**src/rtl/spi_pkg.sv**
```systemverilog
// Shared constants for the SPI pin conditioner.
// Idle levels double as the reset values of each channel.
package spi_pkg;

   localparam int WAIT_CYCLES_DEF = 3;
   localparam int CNT_W_DEF       = 3;

   localparam logic SCLK_IDLE = 1'b0;
   localparam logic CS_IDLE   = 1'b1;
   localparam logic MOSI_IDLE = 1'b0;

endpackage

```
**src/rtl/spi_cond_channel.sv**
```systemverilog
// One pin: two-flop synchronizer, stability counter,
// conditioned level and registered edge pulses.
module spi_cond_channel
   import spi_pkg::*;
#(
   parameter int   WAIT_CYCLES = WAIT_CYCLES_DEF,
   parameter int   CNT_W       = CNT_W_DEF,
   parameter logic RESET_VAL   = 1'b0
) (
   input  logic clk,
   input  logic rst_n,
   input  logic pin_i,
   output logic cond_o,
   output logic rise_o,
   output logic fall_o
);

   localparam logic [CNT_W-1:0] WAIT_C = CNT_W'(WAIT_CYCLES);

   logic             sync0_q;
   logic             sync1_q;
   logic             cond_q, cond_d;
   logic             rise_q, rise_d;
   logic             fall_q, fall_d;
   logic [CNT_W-1:0] cnt_q, cnt_d;

   always_comb begin
      cnt_d  = cnt_q;
      cond_d = cond_q;
      rise_d = 1'b0;
      fall_d = 1'b0;
      if (sync1_q == cond_q) begin
         cnt_d = '0;
      end else if (cnt_q < WAIT_C) begin
         cnt_d = cnt_q + 1'b1;
      end else begin
         // Deviation held long enough: accept it and flag the edge
         cond_d = sync1_q;
         cnt_d  = '0;
         rise_d = sync1_q;
         fall_d = ~sync1_q;
      end
   end

   always_ff @(posedge clk or negedge rst_n) begin
      if (!rst_n) begin
         sync0_q <= RESET_VAL;
         sync1_q <= RESET_VAL;
         cond_q  <= RESET_VAL;
         cnt_q   <= '0;
         rise_q  <= 1'b0;
         fall_q  <= 1'b0;
      end else begin
         sync0_q <= pin_i;
         sync1_q <= sync0_q;
         cond_q  <= cond_d;
         cnt_q   <= cnt_d;
         rise_q  <= rise_d;
         fall_q  <= fall_d;
      end
   end

   assign cond_o = cond_q;
   assign rise_o = rise_q;
   assign fall_o = fall_q;

endmodule

```
**src/rtl/spi_input_conditioner.sv**
```systemverilog
// Conditions the raw SPI pins (sclk, cs, mosi) into clean,
// clock-domain levels plus sclk/cs edge pulses.
module spi_input_conditioner
   import spi_pkg::*;
#(
   parameter int WAIT_CYCLES = WAIT_CYCLES_DEF,
   parameter int CNT_W       = CNT_W_DEF
) (
   input  logic clk,
   input  logic rst_n,
   input  logic sclk_pin,
   input  logic cs_pin,
   input  logic mosi_pin,
   output logic sclk_cond,
   output logic cs_cond,
   output logic mosi_cond,
   output logic sclk_rise,
   output logic sclk_fall,
   output logic cs_fall,
   output logic cs_rise
);

   spi_cond_channel #(
      .WAIT_CYCLES (WAIT_CYCLES),
      .CNT_W       (CNT_W),
      .RESET_VAL   (SCLK_IDLE)
   ) u_sclk (
      .clk    (clk),
      .rst_n  (rst_n),
      .pin_i  (sclk_pin),
      .cond_o (sclk_cond),
      .rise_o (sclk_rise),
      .fall_o (sclk_fall)
   );

   spi_cond_channel #(
      .WAIT_CYCLES (WAIT_CYCLES),
      .CNT_W       (CNT_W),
      .RESET_VAL   (CS_IDLE)
   ) u_cs (
      .clk    (clk),
      .rst_n  (rst_n),
      .pin_i  (cs_pin),
      .cond_o (cs_cond),
      .rise_o (cs_rise),
      .fall_o (cs_fall)
   );

   // Data line needs only its level; edges are meaningless here
   spi_cond_channel #(
      .WAIT_CYCLES (WAIT_CYCLES),
      .CNT_W       (CNT_W),
      .RESET_VAL   (MOSI_IDLE)
   ) u_mosi (
      .clk    (clk),
      .rst_n  (rst_n),
      .pin_i  (mosi_pin),
      .cond_o (mosi_cond),
      .rise_o (),
      .fall_o ()
   );

endmodule

```
**config.mk**
```make
export PLATFORM = sky130hd
export DESIGN_NAME = spi_input_conditioner
export DESIGN_NICKNAME = d
export VERILOG_FILES = /design/src/rtl/spi_pkg.sv /design/src/rtl/spi_cond_channel.sv /design/src/rtl/spi_input_conditioner.sv
export SDC_FILE = /design/constraint.sdc
export NUM_CORES = 1
export LEC_CHECK = 0
export CAP_MARGIN = 10
export CORE_UTILIZATION = 46
export DETAILED_ROUTE_END_ITERATION = 8
export PLACE_DENSITY_LB_ADDON = 0.3
export SYNTH_ARGS = -nofsm -noshare
export SYNTH_HDL_FRONTEND = slang
export SYNTH_SLANG_ARGS = --single-unit
```
**constraint.sdc**
```tcl
create_clock -name clk -period 2.9 [get_ports clk]
set_input_delay 0.87 -clock clk [delete_from_list [all_inputs] [get_ports clk]]
set_output_delay 0.87 -clock clk [all_outputs]
set_load 0.05 [all_outputs]
```
==> flow_summary.ini <==
[run_status]
status = finished clean

[timing]
drv_slew = 0
clock.fmax_mhz = 394
slew_headroom = 0.664
finalSetupViolations = 0
period_minus_slack_ps = 2540
post-route-period-util = 0.875
tns_ps = 0
fin_skew_ps = 5.17
hold_violations = 0
tightest_slew_ps = 503
rsz0062_at_grt = false

[drt]
drc = 0
ant_nets = 0
finalWirelength_mm = 1.05
via_per_inst = 5.51
first_iter_violations = 15
dr_total_vias = 452
first_pass_iters = 3
wl_per_cell_um = 12.7

[worst_setup_path]
ff2ff_path_depth = 2
cp.arrival_ps = 1670
r2r-end = u_sclk.cond_o$_DFFE_PN0P_
endpoint_kind = output pin
slowest_delay_ps = 800
path_delay_family = buffers and inverters
critPathLaunchType = register
crit_buf_inv = 1
regToRegSetupSlack_ps = 1740
crit_start = u_cs.cond_o$_DFFE_PN1P_
worst-path-stages = 1
path_class = register to output pin
critical_path.endpoint = cs_cond
path_cells = clkdlybuf4s50_1
r2r_start = u_sclk.cnt_q[0]$_DFF_PN0_
crit_slowest_cell = clkdlybuf4s50_1
cp_max_fo = 5
cp_data_required_time_ps = 2030

[final_layout]
finalNonFillerCells = 82
final_cell_mix = 19 x dfrtp_1, 11 x clkdlybuf4s50_1, 6 x nor4b_1
drive_above_1_share = 0.152
synthToLayoutAreaGrowth_pct = 20.9
diodes = 0
nNetsFinal = 75
final_common_cell = dfrtp_1

[clock_network]
clk_pin_slew_worst_paths_ps = 110
clk_path_buf_depth = 2
root_buffer = clkbuf_4
cts_setup_buffers = 0
cts_buffers = 3
clk_latency_ps = 290
cts_sinks = 22
cts_tree = built
cts_max_level = 1
postCtsResizedCells = 0
holdBufCountCts = 0

[die]
row_count = 14
start_util = 0.508
core-area_mm2 = 0.00154
die_x_um = 43.3
die_y_um = 43.3
io_pins = 12
dieArea_mm2 = 0.00187

[placement]
gp_congestion = 0.721
dpl.hpwl_um = 792
port_buffers = 11
dp.cells = 78

[global_routing]
grt_pass1_wl_mm = 1.87
grt_util_all_layers = 0.141
overflow = 0
grt_pass1_vias = 455
antenna_found_initial = 0
grt_max_degree = 13

[synth]
synth_nets = 58
synth_cell_types = 10
ys_seq_area_frac = 0.708
ys_ff_latch = 22
synth_area_leader_cell = dfrtp_1
synth_cells = 50
yosys_warnings = 0
synthTopCellsByArea = dfrtp_1 61%, dfstp_2 10%, nor4b_1 6.7%
syn_area_per_cell_um2 = 15.7
synth.cell_area_um2 = 783
synth_top_area_share = 0.607

[power_and_ir_drop]
powerDensity_mw_per_mm2 = 931
peakVddDrop_v = 0.000487
p_leak_nw = 0.410

[job]
drv_cap = 0

[min_path]
hp-class = register to register
kinds of logic after synthesis:
| logic type | Yosys count | synth area share |
|---|---|---|
| AO/OA/AOI/OAI | 3 | 0.0192 |
| AND/OR/NAND/NOR | 16 | 0.149 |
| multiplexers | 3 | 0.0431 |
| adder cells (fa/ha/maj) | 3 | 0.0479 |
| XOR/XNOR | 3 | 0.0336 |
| flip-flops | 22 | 0.708 |
cell type report:
class	instances	area, µm²
tap	16	20.0
timing repair buffer	12	118
multi-input combinational	28	229
clock buffer	4	26.3
fill	113	594
sequential	22	554
routing by layer:
layer  vias up  wire length [µm]  GRT usage  share of wire
met5         -                 0          0              0
met4         0                12     0.0909          0.011
met3         2                30     0.0255          0.029
met2         7               500      0.212           0.48
met1       226               502      0.188           0.48
li1        217                 -          -              -
flip-flops by register name, summed over array words and instances (netlist names):
| signal | cells |
|---|---|
| u_cs.sync0_q | 1 |
| u_cs.sync1_q | 1 |
| u_mosi.cnt_q | 3 |
| u_cs.fall_o | 1 |
| u_mosi.cond_o | 1 |
| u_mosi.sync0_q | 1 |
| u_sclk.rise_o | 1 |
| u_cs.cnt_q | 3 |
| u_sclk.sync1_q | 1 |
| u_mosi.sync1_q | 1 |
| u_cs.cond_o | 1 |
| u_sclk.fall_o | 1 |
| u_cs.rise_o | 1 |
| u_sclk.cond_o | 1 |
| u_sclk.cnt_q | 3 |
| u_sclk.sync0_q | 1 |
per-stage QoR:
step	instance area, µm²	total power, mW	worst slack, ps	hold WS, ps	util
after floorplan	783	0.657	1340	331	-
after global placement	921	0.743	692	336	0.597
final	947	0.882	362	361	0.614
after detailed placement	921	0.755	686	339	0.597
after CTS	947	0.891	351	366	0.614
after global routing	947	0.939	321	368	0.614
where the power goes:
part           total, mW  switching (mW)  internal (mW)  leakage, nW
clock              0.134          0.0809         0.0535       0.0150
sequential         0.444          0.0619          0.382        0.276
combinational      0.303           0.170          0.133        0.118
total              0.882           0.313          0.569        0.410
cells in the mapped netlist:
cell type and number:
nor3_1 3, ha_1 3, a21oi_1 3, xnor2_1 3, dfstp_2 3, mux2_2 3
nor4b_1 6, nor3b_1 4, and2_1 3, dfrtp_1 19
how the worst min path moves through the flow:
stage | from | to | slack, ps | cells past startpoint
after CTS | u_sclk.sync0_q$_DFF_PN0_ | u_sclk.sync1_q$_DFF_PN0_ | 370 | 0
after global routing | u_sclk.sync0_q$_DFF_PN0_ | u_sclk.sync1_q$_DFF_PN0_ | 370 | 0
after global placement | u_mosi.sync0_q$_DFF_PN0_ | u_mosi.sync1_q$_DFF_PN0_ | 340 | 0
after detailed placement | u_sclk.sync0_q$_DFF_PN0_ | u_sclk.sync1_q$_DFF_PN0_ | 340 | 0
after floorplan | u_mosi.sync0_q$_DFF_PN0_ | u_mosi.sync1_q$_DFF_PN0_ | 330 | 0
final | u_sclk.sync0_q$_DFF_PN0_ | u_sclk.sync1_q$_DFF_PN0_ | 360 | 0
(Power assumes the default switching activity.)
